==> config.mk <==
export PLATFORM = sky130hd
export DESIGN_NAME = trng_ctrl_flat
export DESIGN_NICKNAME = d
export VERILOG_FILES = /design/src/rtl/trng_pkg.sv /design/src/rtl/trng_ctrl_if.sv /design/src/rtl/trng_sync.sv /design/src/rtl/trng_ctrl.sv /design/src/flat_wrapper.sv
export SDC_FILE = /design/constraint.sdc
export NUM_CORES = 1
export LEC_CHECK = 0
export CAP_MARGIN = 0
export CORE_MARGIN = 1.5
export CORE_UTILIZATION = 35
export CTS_CLUSTER_DIAMETER = 50
export DETAILED_ROUTE_END_ITERATION = 8
export GPL_TIMING_DRIVEN = 0
export HOLD_SLACK_MARGIN = 0.03
export PLACE_DENSITY = 0.53
export SLEW_MARGIN = 20
export SYNTH_ARGS = -nofsm -noshare
export SYNTH_HDL_FRONTEND = slang
export SYNTH_HIERARCHICAL = 1
export SYNTH_SLANG_ARGS = --single-unit
==> constraint.sdc <==
create_clock -name clk -period 2.7 [get_ports clk]
set_input_delay 0.81 -clock clk [delete_from_list [all_inputs] [get_ports clk]]
set_output_delay 0.81 -clock clk [all_outputs]
set_load 0.03 [all_outputs]
==> src/rtl/trng_pkg.sv <==
// trng_pkg: shared types and default configuration for the TRNG sequencing controller.
package trng_pkg;

   // Controller FSM states, also exported on the debug state port.
   typedef enum logic [1:0] {
      ST_IDLE   = 2'd0,
      ST_WARMUP = 2'd1,
      ST_SAMPLE = 2'd2,
      ST_HOLD   = 2'd3
   } trng_ctrl_state_t;

   localparam int TRNG_WORD_WIDTH    = 32;
   localparam int TRNG_WARMUP_CYCLES = 256;
   localparam int TRNG_SAMPLE_DIV    = 4;
   localparam int TRNG_RC_LIMIT      = 16;

endpackage

==> src/rtl/trng_ctrl_if.sv <==
// trng_ctrl_if: word output channel of the TRNG controller.
// Handshake: a word transfers on every rising clk edge where valid_o & ready_i
// are both high; once valid_o rises it stays high with data_o unchanged until
// that transfer (only reset may drop it), and ready_i may be driven freely.
interface trng_ctrl_if
   import trng_pkg::*;
#(
   parameter int WORD_WIDTH = TRNG_WORD_WIDTH
);
   logic [WORD_WIDTH-1:0] data_o;
   logic                  valid_o;
   logic                  ready_i;

   modport master (output data_o, output valid_o, input ready_i);
   modport slave  (input data_o, input valid_o, output ready_i);
endinterface

==> src/rtl/trng_sync.sv <==
// trng_sync: 2-flop synchronizer with synchronous active-high reset for an
// asynchronous single-bit input.
module trng_sync (
   input  logic clk,
   input  logic reset,
   input  logic d,
   output logic q
);
   logic meta_q;
   logic sync_q;

   // Two-stage capture; only the second stage is consumed downstream.
   always_ff @(posedge clk) begin
      if (reset) begin
         meta_q <= 1'b0;
         sync_q <= 1'b0;
      end else begin
         meta_q <= d;
         sync_q <= meta_q;
      end
   end

   assign q = sync_q;
endmodule

==> src/rtl/trng_ctrl.sv <==
// trng_ctrl: sequences the ring-oscillator TRNG core (warm-up, divided-rate
// sampling, word packing) and offers each word on a valid/ready channel.
// Optional repetition-count health test is built when TRNG_HEALTH_EN is defined.
module trng_ctrl
   import trng_pkg::*;
#(
   parameter int WORD_WIDTH    = TRNG_WORD_WIDTH,
   parameter int WARMUP_CYCLES = TRNG_WARMUP_CYCLES,
   parameter int SAMPLE_DIV    = TRNG_SAMPLE_DIV,
   parameter int RC_LIMIT      = TRNG_RC_LIMIT
) (
   input  logic             clk,
   input  logic             reset,
   input  logic             enable,
   output logic             trng_en,
   input  logic             trng_in,
   output logic             busy_o,
   output logic             health_fail_o,
   output trng_ctrl_state_t state_o,
   trng_ctrl_if.master      bus
);
   localparam logic [1:0] S_IDLE   = 2'd0;
   localparam logic [1:0] S_WARMUP = 2'd1;
   localparam logic [1:0] S_SAMPLE = 2'd2;
   localparam logic [1:0] S_HOLD   = 2'd3;

   localparam int WCW = $clog2(WARMUP_CYCLES) + 1;
   localparam int DCW = $clog2(SAMPLE_DIV) + 1;
   localparam int BCW = $clog2(WORD_WIDTH) + 1;

   localparam logic [WCW-1:0] WARM_LAST = WCW'(WARMUP_CYCLES - 1);
   localparam logic [DCW-1:0] DIV_LAST  = DCW'(SAMPLE_DIV - 1);
   localparam logic [BCW-1:0] BIT_LAST  = BCW'(WORD_WIDTH - 1);

   // Reject configurations the counters and shift logic are not built for.
   if (WORD_WIDTH < 2 || WARMUP_CYCLES < 1 || SAMPLE_DIV < 1 ||
       RC_LIMIT < 2 || RC_LIMIT > WORD_WIDTH) begin : g_param_check
      $error("trng_ctrl: parameter out of range");
   end

   logic                  s_bit;
   logic [1:0]            state_q, state_d;
   logic [WCW-1:0]        warm_q, warm_d;
   logic [DCW-1:0]        div_q, div_d;
   logic [BCW-1:0]        bit_q, bit_d;
   // Holds the first WORD_WIDTH-1 captures; the last capture completes the word.
   logic [WORD_WIDTH-2:0] sr_q, sr_d;
   logic [WORD_WIDTH-1:0] data_q, data_d;
   logic [WORD_WIDTH-1:0] shifted;
   logic                  capture;
   logic                  rc_hit;

   trng_sync u_sync (
      .clk   (clk),
      .reset (reset),
      .d     (trng_in),
      .q     (s_bit)
   );

   assign capture = (state_q == S_SAMPLE) && enable && (div_q == DIV_LAST);
   assign shifted = {sr_q, s_bit};

`ifdef TRNG_HEALTH_EN
   localparam int RCW = $clog2(RC_LIMIT) + 1;
   localparam logic [RCW-1:0] RC_MAX = RCW'(RC_LIMIT);

   logic [RCW-1:0] run_q, run_d;
   logic           last_q, last_d;
   logic           fail_q, fail_d;

   // Repetition-count tracking across captures; saturates so a stuck source
   // keeps discarding until the bit changes.
   always_comb begin
      run_d  = run_q;
      last_d = last_q;
      fail_d = fail_q;
      rc_hit = 1'b0;
      if (state_q == S_IDLE && enable) begin
         run_d  = '0;
         fail_d = 1'b0;
      end else if (capture) begin
         if (run_q != '0 && s_bit == last_q) begin
            run_d = (run_q == RC_MAX) ? run_q : run_q + 1'b1;
         end else begin
            run_d = RCW'(1);
         end
         last_d = s_bit;
         if (run_d == RC_MAX) begin
            rc_hit = 1'b1;
            fail_d = 1'b1;
         end
      end
   end

   // Health-test state registers.
   always_ff @(posedge clk) begin
      if (reset) begin
         run_q  <= '0;
         last_q <= 1'b0;
         fail_q <= 1'b0;
      end else begin
         run_q  <= run_d;
         last_q <= last_d;
         fail_q <= fail_d;
      end
   end

   assign health_fail_o = fail_q;
`else
   assign rc_hit        = 1'b0;
   assign health_fail_o = 1'b0;
`endif

   // Sequencing FSM with warm-up, sample divider, bit packing and handshake.
   always_comb begin
      state_d = state_q;
      warm_d  = warm_q;
      div_d   = div_q;
      bit_d   = bit_q;
      sr_d    = sr_q;
      data_d  = data_q;
      case (state_q)
         S_IDLE: begin
            if (enable) begin
               state_d = S_WARMUP;
               warm_d  = '0;
               div_d   = '0;
               bit_d   = '0;
               sr_d    = '0;
            end
         end
         S_WARMUP: begin
            if (!enable) begin
               state_d = S_IDLE;
            end else if (warm_q == WARM_LAST) begin
               state_d = S_SAMPLE;
               div_d   = '0;
               bit_d   = '0;
            end else begin
               warm_d = warm_q + 1'b1;
            end
         end
         S_SAMPLE: begin
            if (!enable) begin
               state_d = S_IDLE;
            end else if (capture) begin
               div_d = '0;
               sr_d  = shifted[WORD_WIDTH-2:0];
               if (rc_hit) begin
                  bit_d = '0;
               end else if (bit_q == BIT_LAST) begin
                  state_d = S_HOLD;
                  data_d  = shifted;
                  bit_d   = '0;
               end else begin
                  bit_d = bit_q + 1'b1;
               end
            end else begin
               div_d = div_q + 1'b1;
            end
         end
         default: begin
            if (bus.ready_i) begin
               state_d = enable ? S_SAMPLE : S_IDLE;
               div_d   = '0;
               bit_d   = '0;
            end
         end
      endcase
   end

   // Controller state registers.
   always_ff @(posedge clk) begin
      if (reset) begin
         state_q <= S_IDLE;
         warm_q  <= '0;
         div_q   <= '0;
         bit_q   <= '0;
         sr_q    <= '0;
         data_q  <= '0;
      end else begin
         state_q <= state_d;
         warm_q  <= warm_d;
         div_q   <= div_d;
         bit_q   <= bit_d;
         sr_q    <= sr_d;
         data_q  <= data_d;
      end
   end

   assign trng_en     = (state_q == S_WARMUP) || (state_q == S_SAMPLE) ||
                        ((state_q == S_HOLD) && enable);
   assign busy_o      = (state_q != S_IDLE);
   assign bus.valid_o = (state_q == S_HOLD);
   assign bus.data_o  = data_q;
   assign state_o     = trng_ctrl_state_t'(state_q);
endmodule
==> src/flat_wrapper.sv <==
// flat-port wrapper written by rule: the top's interface ports become plain ports
module trng_ctrl_flat import trng_pkg::*;
#(
   parameter int WORD_WIDTH    = TRNG_WORD_WIDTH,
   parameter int WARMUP_CYCLES = TRNG_WARMUP_CYCLES,
   parameter int SAMPLE_DIV    = TRNG_SAMPLE_DIV,
   parameter int RC_LIMIT      = TRNG_RC_LIMIT
)
  (clk, reset, enable, trng_en, trng_in, busy_o, health_fail_o, state_o, bus_data_o, bus_valid_o, bus_ready_i);
  trng_ctrl_if #(.WORD_WIDTH(WORD_WIDTH)) bus_i ();
  input  logic clk;
  input  logic reset;
  input  logic enable;
  output logic trng_en;
  input  logic trng_in;
  output logic busy_o;
  output logic health_fail_o;
  output trng_ctrl_state_t state_o;
  output wire logic [$bits(bus_i.data_o)-1:0] bus_data_o;
  output wire logic [$bits(bus_i.valid_o)-1:0] bus_valid_o;
  input wire logic [$bits(bus_i.ready_i)-1:0] bus_ready_i;
  assign bus_data_o = bus_i.data_o;
  assign bus_valid_o = bus_i.valid_o;
  assign bus_i.ready_i = bus_ready_i;
  trng_ctrl #(.WORD_WIDTH(WORD_WIDTH), .WARMUP_CYCLES(WARMUP_CYCLES), .SAMPLE_DIV(SAMPLE_DIV), .RC_LIMIT(RC_LIMIT)) u_core (.clk(clk), .reset(reset), .enable(enable), .trng_en(trng_en), .trng_in(trng_in), .busy_o(busy_o), .health_fail_o(health_fail_o), .state_o(state_o), .bus(bus_i));
endmodule
[Yosys cells after proc, flatten, opt, wreduce, memory -nomap -nowiden]
Cells that the tools add are included.
Cells by class
  muxes and demuxes: 32
  $add $sub $neg: 3
  equal/unequal tests: 15
  reduce and logical (&&, ||, !) cells: 16
Operator list (number)
  2-to-1 mux 31 bit: 3
  one-hot mux 31 bit (2 select lines): 1
  2-to-1 mux 6 bit: 7
  2-to-1 mux 9 bit: 3
  2-to-1 mux 3 bit: 6
  one-hot mux 6 bit (3 select lines): 1
  one-hot mux 9 bit (2 select lines): 1
  2-to-1 mux 2 bit: 8
  AND reduction 4 bit: 3
  AND reduction 5 bit: 2
  adder 9 x 1 -> 9 bit, second input constant: 1
  equality test 9 x 8 -> 1 bit, second input constant: 1
  one-hot mux 3 bit (3 select lines): 1
  inequality test 2 bit, second input constant: 4
  adder 6 x 1 -> 6 bit, second input constant: 1
  equality test 6 x 5 -> 1 bit, second input constant: 1
  inequality test 3 x 2 -> 1 bit, second input constant: 2
  one-hot mux 2 bit (3 select lines): 1
  AND reduction 6 bit: 1
  nonzero test 2 bit: 3
  equality test 2 bit, second input constant: 2
  inequality test 2 x 1 -> 1 bit, second input constant: 2
  nonzero test 4 bit: 1
  adder 3 x 1 -> 3 bit, second input constant: 1
  other kinds (6): 9
Word-level totals
  input bits: 5
  register bits after elaboration: 85

[Logic depth before layout (Yosys ltp)]
Gate-level depths: netlist of run 1.
  depth in word-level cells: 6
  mapped depth: 10

[Cells and area by module]
The synthesis of run 1 kept the hierarchy.
Modules (own cells, without submodules)
  trng_ctrl: cells each 418, instances 1, area each 3369.5 µm², seq. area each 1661.6 µm²
  trng_sync: cells each 4, instances 1, area each 52.6 µm², seq. area each 40.0 µm²

[Worst setup path after synthesis of run 1]
No wires, ideal clock.
  path kind: reg2reg
  start: reg u_core.state_q[0] (netlist: u_core/state_o[0])
  end: reg u_core.bit_q[5]
  path slack: 545 ps
  stages on the path, launching flop included: 8
  library setup time: 70 ps
  data required time: 2630 ps
  data arrival time: 2084 ps
  cells stage by stage: dfxtp_1 > inv_1 > ha_1 > buf_6 > nor4b_4 > o211ai_2 > or4_1 > a21oi_1
Between the ends
  word-level cells in the longest chain between the ends: 5
Ends and longest elaborated chain
  from (decl): line trng_ctrl.sv:42  | logic [1:0] state_q, state_d;
  from (signal assigned): line trng_ctrl.sv:182  | state_q <= state_d;
  equality test 2 bit: line trng_ctrl.sv:60, trng_ctrl.sv:122
  logical AND 1 bit (2 in series): line trng_ctrl.sv:60  | assign capture = (state_q == S_SAMPLE) && enable && (div_q == DIV_LAST);
  inequality test 2 x 1 -> 1 bit (no line)
  AND reduction 6 bit (no line)
  to (signal assigned): line trng_ctrl.sv:185  | bit_q <= bit_d;
  to (decl): line trng_ctrl.sv:45  | logic [BCW-1:0] bit_q, bit_d;
Several ways; a longest one is shown, not always the timed one.
A chain may end at the register's enable or synchronous reset.

[Final worst setup path of run 1]
  start: in enable
  end: out trng_en
Between the ends
  word-level cells in the longest chain between the ends: 2
Ends and longest elaborated chain
  from (decl): line flat_wrapper.sv:13  | input logic enable;
  logical AND 1 bit: line trng_ctrl.sv:192  | ((state_q == S_HOLD) && enable);
  logical OR 1 bit: line trng_ctrl.sv:191  | assign trng_en = (state_q == S_WARMUP) || (state_q == S_SAMPLE) ||
  to (decl): line flat_wrapper.sv:14  | output logic trng_en;
Every way passes these cells.

==> results of run 1 <==
timing repair:
| item | in CTS | in global routing |
|---|---|---|
| endpoints found under the hold margin | 0 | 0 |
| pin swaps | 0 | 0 |
| setup endpoints to repair | 2 | 1 |
| gates cloned | 0 | 0 |
| gates resized for setup | 5 | 2 |
| hold buffers | 0 | 0 |
through the flow:
stage          cell area [µm²]  total power, mW  utilization  hold slack [ps]  std cells
6_report                  4210             3.12        0.449              445        608
5_1_grt                   4210             3.29        0.449              481        608
4_1_cts                   4210             3.17        0.450              452        608
3_5_place_dp              3990             2.21        0.426              429        592
3_3_place_gp              3990             2.20        0.426              425        592
2_1_floorplan             3420             1.95            -              414        422
final cells by class:
class	count	area share
inverter	7	0.00624
clock inverter	5	0.0158
tap	129	0.0384
sequential	85	0.404
multi-input combinational	299	0.370
clock buffer	11	0.0360
buffer	31	0.0336
timing repair buffer	41	0.0960
registers in the layout (all words and copies together), names as in the netlist:
| name | cells |
|---|---|
| u_core/u_sync/q | 1 |
| u_core/div_q | 3 |
| u_core/state_o | 2 |
| u_core/u_sync/meta_q | 1 |
| u_core/sr_q | 31 |
| u_core/warm_q | 9 |
| u_core/bit_q | 6 |
| u_core/bus.data_o | 32 |
worst max-delay path, stage by stage:
cell             delay (ps)
clkdlybuf4s50_1         480
buf_4                   180
a21o_1                  120
buf_2                   190
cell usage after synthesis, drive strengths merged (3+ instances only):
master	number
clkbuf	18
xor2	5
nand3	38
or3	3
nand4	3
nor2	15
nor2b	4
buf	13
inv	7
a21oi	74
dfxtp	85
o21ai	7
ha	8
nand2	111
nand2b	3
power by group through the flow:
stage | registers [mW] | logic (mW) | clock network [mW]
after global routing | 1.30 | 0.939 | 1.05
after detailed placement | 1.33 | 0.884 | 0
after CTS | 1.30 | 0.874 | 0.996
after floorplan | 1.35 | 0.600 | 0
final | 1.30 | 0.864 | 0.960
after global placement | 1.33 | 0.879 | 0
routing by layer:
layer	vias to the layer above	GRT usage
li1	1525	-
met1	1373	0.216
met2	36	0.249
met3	2	0.0233
met4	0	0.0548
met5	-	0
kinds of logic (layout without fill, tap and decap cells):
kind of cell             Yosys count  count (layout)  share of synthesized area
other                              1               1                    0.00110
flip-flops                        85              85                      0.497
adder cells (fa/ha/maj)            8               8                     0.0293
AO/OA/AOI/OAI                     94              94                      0.157
AND/OR/NAND/NOR                  188             188                      0.246
XOR/XNOR                           6               6                     0.0154
multiplexers                       2               2                    0.00585
buffers and inverters             38              95                     0.0483
final timing paths:
kind,endpoint,from,cells past startpoint,slack (ps)
max,trng_en,enable,4,120
max reg2reg,u_core/state_o[0],u_core/warm_q[0],9,380
min reg2reg,u_core/u_sync/q,u_core/u_sync/meta_q,1,440
min,u_core/u_sync/q,u_core/u_sync/meta_q,1,440
==> out/metrics.yaml, run 1 <==
power_and_ir_drop:
  powerDensity_mw_per_mm2: 742
  power.internal_mw: 2.02
  combPwrFrac: 0.277
  pwr-share-clk: 0.308
  vdd_drop_max_mv: 0.284
  p_switching_mw: 1.10
  swShare: 0.354
  p_leak_nw: 1.39
  power_frac_seq: 0.416
sta:
  setup_violations: 0
  fin_tns_setup_ps: 0
  post-route-period-util: 0.957
  final.setup.worst_slack_ps: 117
  slew_viol_final: 0
  rsz0062_at_grt: "no"
  period_needed_ps: 2580
  max-slew-margin-rel: 0.588
  skew_ps: 9.03
  hold_viol: 0
  max_freq_mhz: 387
  worst_slew_pin_slew_ps: 618
setup_path:
  cp.required_ps: 1890
  end_kind: "output pin"
  critPathMaxFanout: 10
  cp.arrival_ps: 1770
  crit_type: "in -> out"
  critPathLaunchType: "primary input"
final_layout:
  multiInputGateArea_mm2: 0.00156
  layout-drive-gt1-share: 0.0710
  area_growth_pct: 23.0
  final_cell_mix: "110 x nand2_1, 85 x dfxtp_1, 73 x a21oi_1"
  regArea_mm2: 0.00170
  diodes: 0
  final_nets: 487
  fillCellCount: 956
  final_common_cell: "nand2_1"
synth:
  synth_area_mm2: 0.00342
  syn_area_per_cell_um2: 8.11
  synthesis.nets: 435
  yosysSeqAreaShare: 0.497
  ys_async_sr_fraction: 0
  ys_ff_latch: 85
  yosys_warnings: 6
  synth_edf_count: 0
  yosys.area.top_type: "dfxtp_1"
  synth_top_area_frac: 0.497
  ys.flop_type: "dfxtp_1"
  synth_area_leaders: "dfxtp_1 50%, nand2_1 12%, a21oi_1 11%, nand3_1 5.6%, ha_1 2.9%"
  synth.distinct_cells: 45
  synth_cells: 422
global_route:
  track_usage: 0.156
  first_global_vias: 2681
  antenna_found_initial: 0
  overflow: 0
  grt_pass1_wl_mm: 12.9
  grt_max_degree: 16
floorplanning:
  ioPinCount: 43
  num_rows: 35
  coreArea_mm2: 0.00937
  start_util: 0.365
  die_w_um: 102
  die_height_um: 102
  die_area_mm2: 0.0104
clock_network:
  root_buffer: "clkbuf_8"
  cts_made_buffers: 9
  clkLatencyLatePin_ps: 340
  cts.htree.levels: 3
  cts_tree: "done"
  clockBufferDepth: 2
  path_clk_slew_ps: 90
  post_cts_buffers: 0
  cts_sinks: 85
route:
  drc: 0
  finalWirelength_mm: 7.63
  wl_per_cell_um: 12.5
  wl_met3_um: 220
  ant_nets: 0
  viasPerCell: 4.83
  drt-initial-drc-count: 69
  wl_met1_mm: 3.86
  drt-pass1-iter-count: 5
  wl_met2_mm: 3.53
  top_layer_used: "met4"
  vias: 2936
placement:
  dp.final_hpwl_mm: 5.57
  place_congestion: 0.759
  place_ws_ps: -427
  portBuffers: 41
min_path:
  min_path_type: "reg -> reg"
run:
  maxCapViolCount: 0
status:
  outcome: "completed"
Note: power is estimated with default switching activity, not from simulation.
==> run 2: changes to the inputs <==
Settings changed: CTS_BUF_LIST from default to sky130_fd_sc_hd__clkbuf_8, CTS_CLUSTER_DIAMETER 50 to default.
==> results of run 2 <==
Final layout, timing and power as in run 1 (identical DEF).
==> run 3: changes to the inputs <==
Settings changed: RECOVER_POWER from default to 50.
==> run 3 against run 2 <==
  * Combinational power fell by 0.9%
  * Global-route usage did not move
  * Setup slack improved by 1.9 ps
  * Critical path depth is the same
  * Routed wire length fell by 0.13%
  * Critical endpoint unchanged
  * Highest routed layer unchanged
==> out/metrics.yaml, run 3 (synthesized netlist as in run 1, its figures left out) <==
route:
  ant_nets: 0  # unchanged
  vias: 2938  # was 2936
  viasPerCell: 4.83  # about the same
  drc: 0  # unchanged
  drt-pass1-iter-count: 4  # was 5
  finalWirelength_mm: 7.62  # was 7.63 mm
  drt-initial-drc-count: 62  # was 69
  wl_per_cell_um: 12.5  # about the same
setup_path:
  crit_chain: "clkdlybuf4s50_1 > buf_4 > a21o_1 > buf_2"  # unchanged
  cp-startpoint: "enable"  # unchanged
  critPathSlowestCell: "clkdlybuf4s50_1"  # unchanged
  end_kind: "output pin"  # unchanged
  max_stage_delay_ps: 480  # about the same
  cp.required_ps: 1890  # about the same
  critPathMaxFanout: 10  # unchanged
  crit_type: "in -> out"  # unchanged
  critPathLaunchType: "primary input"  # unchanged
  cp.arrival_ps: 1770  # about the same
  reg2reg_from: "u_core/warm_q[0]"  # unchanged
min_path:
  min_path_type: "reg -> reg"  # unchanged
  min-delay-start: "u_core/u_sync/meta_q"  # unchanged
power_and_ir_drop:
  powerDensity_mw_per_mm2: 741  # was 742 mW/mm²
  power.total_mw: 3.11  # was 3.12 mW
  vdd_drop_max_mv: 0.284  # about the same
  p_leak_nw: 1.50  # was 1.39 nW
sta:
  worst_slew_pin_slew_ps: 631  # was 618 ps
  hold_viol: 0  # unchanged
  fin_tns_setup_ps: 0  # unchanged
  period_needed_ps: 2580  # about the same
  max-slew-margin-rel: 0.580  # was 0.588
  post-route-period-util: 0.956  # was 0.957
  skew_ps: 9.21  # was 9.03 ps
  slew_viol_final: 0  # unchanged
  rsz0062_at_grt: "no"  # unchanged
  setup_violations: 0  # unchanged
  max_freq_mhz: 387  # about the same
global_route:
  first_global_vias: 2681  # unchanged
  antenna_found_initial: 0  # unchanged
  track_usage: 0.156  # unchanged
  grt_pass1_wl_mm: 12.9  # unchanged
  grt_max_degree: 16  # unchanged
  overflow: 0  # unchanged
clock_network:
  cts_tree: "done"  # unchanged
  clkLatencyLatePin_ps: 340  # about the same
  hold_buffers: 0  # unchanged
  path_clk_slew_ps: 90  # about the same
  cts_made_buffers: 9  # unchanged
  cts.htree.levels: 3  # unchanged
  root_buffer: "clkbuf_8"  # unchanged
  cts_sinks: 85  # unchanged
  clockBufferDepth: 2  # unchanged
placement:
  place_congestion: 0.759  # unchanged
  portBuffers: 41  # unchanged
  dp.final_hpwl_mm: 5.57  # unchanged
final_layout:
  layout-drive-gt1-share: 0.0647  # was 0.0710
  area_growth_pct: 22.8  # was 23.0%
  final_nets: 487  # unchanged
  final_cell_mix: "111 x nand2_1, 85 x dfxtp_1, 73 x a21oi_1"  # was 110 x nand2_1, 85 x dfxtp_1, 73 x a21oi_1
  diodes: 0  # unchanged
  largest_register_ffs: 32  # unchanged
  fillCellCount: 956  # unchanged
  final_common_cell: "nand2_1"  # unchanged
  post-route-util: 0.448  # was 0.449
run:
  maxCapViolCount: 0  # unchanged
floorplanning:
  coreArea_mm2: 0.00937  # unchanged
  start_util: 0.365  # unchanged
  num_rows: 35  # unchanged
  ioPinCount: 43  # unchanged
  die_height_um: 102  # unchanged
  die_w_um: 102  # unchanged
  die_area_mm2: 0.0104  # unchanged
status:
  outcome: "completed"  # unchanged
run 3: cell types whose count changed in the layout (fill, tap and decap cells not counted), moves of 2 or more:
cell | previous run | this run
clkbuf_1 | 18 | 20
dlygate4sd3_1 | 0 | 34
clkdlybuf4s50_1 | 39 | 5
buf_2 | 9 | 7
run 3: routing by layer:
| metal | vias up | track usage | wire length [µm] |
|---|---|---|---|
| li1 | 1527 | - | - |
| met1 | 1372 | 0.216 | 3820 |
| met2 | 37 | 0.249 | 3520 |
| met3 | 2 | 0.0233 | 258 |
| met4 | 0 | 0.0548 | 19 |
| met5 | - | 0 | 0 |
run 3: final timing paths:
check / end / slack, ps / cells past startpoint
setup / recovery: trng_en / 120 / 4
hold / removal: u_core/u_sync/q / 440 / 1
setup reg to reg: u_core/state_o[0] / 400 / 9
hold reg to reg: u_core/u_sync/q / 440 / 1
run 3: metrics by stage:
stage	cells	worst slack (ps)	hold WS (ps)	cell area, µm²
3_5_place_dp	592	-427	429	3990
5_1_grt	608	49.5	481	4200
3_3_place_gp	592	-405	425	3990
2_1_floorplan	422	545	414	3420
4_1_cts	608	6.59	452	4210
6_report	608	119	445	4200
run 3: critical path, delay by kind of cell:
| kind | cells | cell delay, ps |
|---|---|---|
| buffers and inverters | 3 | 850 |
| AOI/OAI and AO/OA | 1 | 120 |
run 3: repair_timing:
action / CTS / global route
resized for setup: 5 / 2
hold endpoints to repair: 0 / 0
buffers inserted: 0 / 0
endpoints found under the setup margin: 2 / 1
run 3: where the power goes:
group	switching, mW	internal (mW)	total (mW)
clock	0.470	0.490	0.960
sequential	0.0215	1.27	1.30
combinational	0.612	0.244	0.856
run 3: final cells by class:
cell class / count / area [µm²] / area share
sequential: 85 / 1700 / 0.405
multi-input combinational: 299 / 1550 / 0.369
timing repair buffer: 41 / 404 / 0.0962
tap: 129 / 161 / 0.0384
clock buffer: 11 / 151 / 0.0360
buffer: 31 / 139 / 0.0330
clock inverter: 5 / 66.3 / 0.0158
inverter: 7 / 26.3 / 0.00625
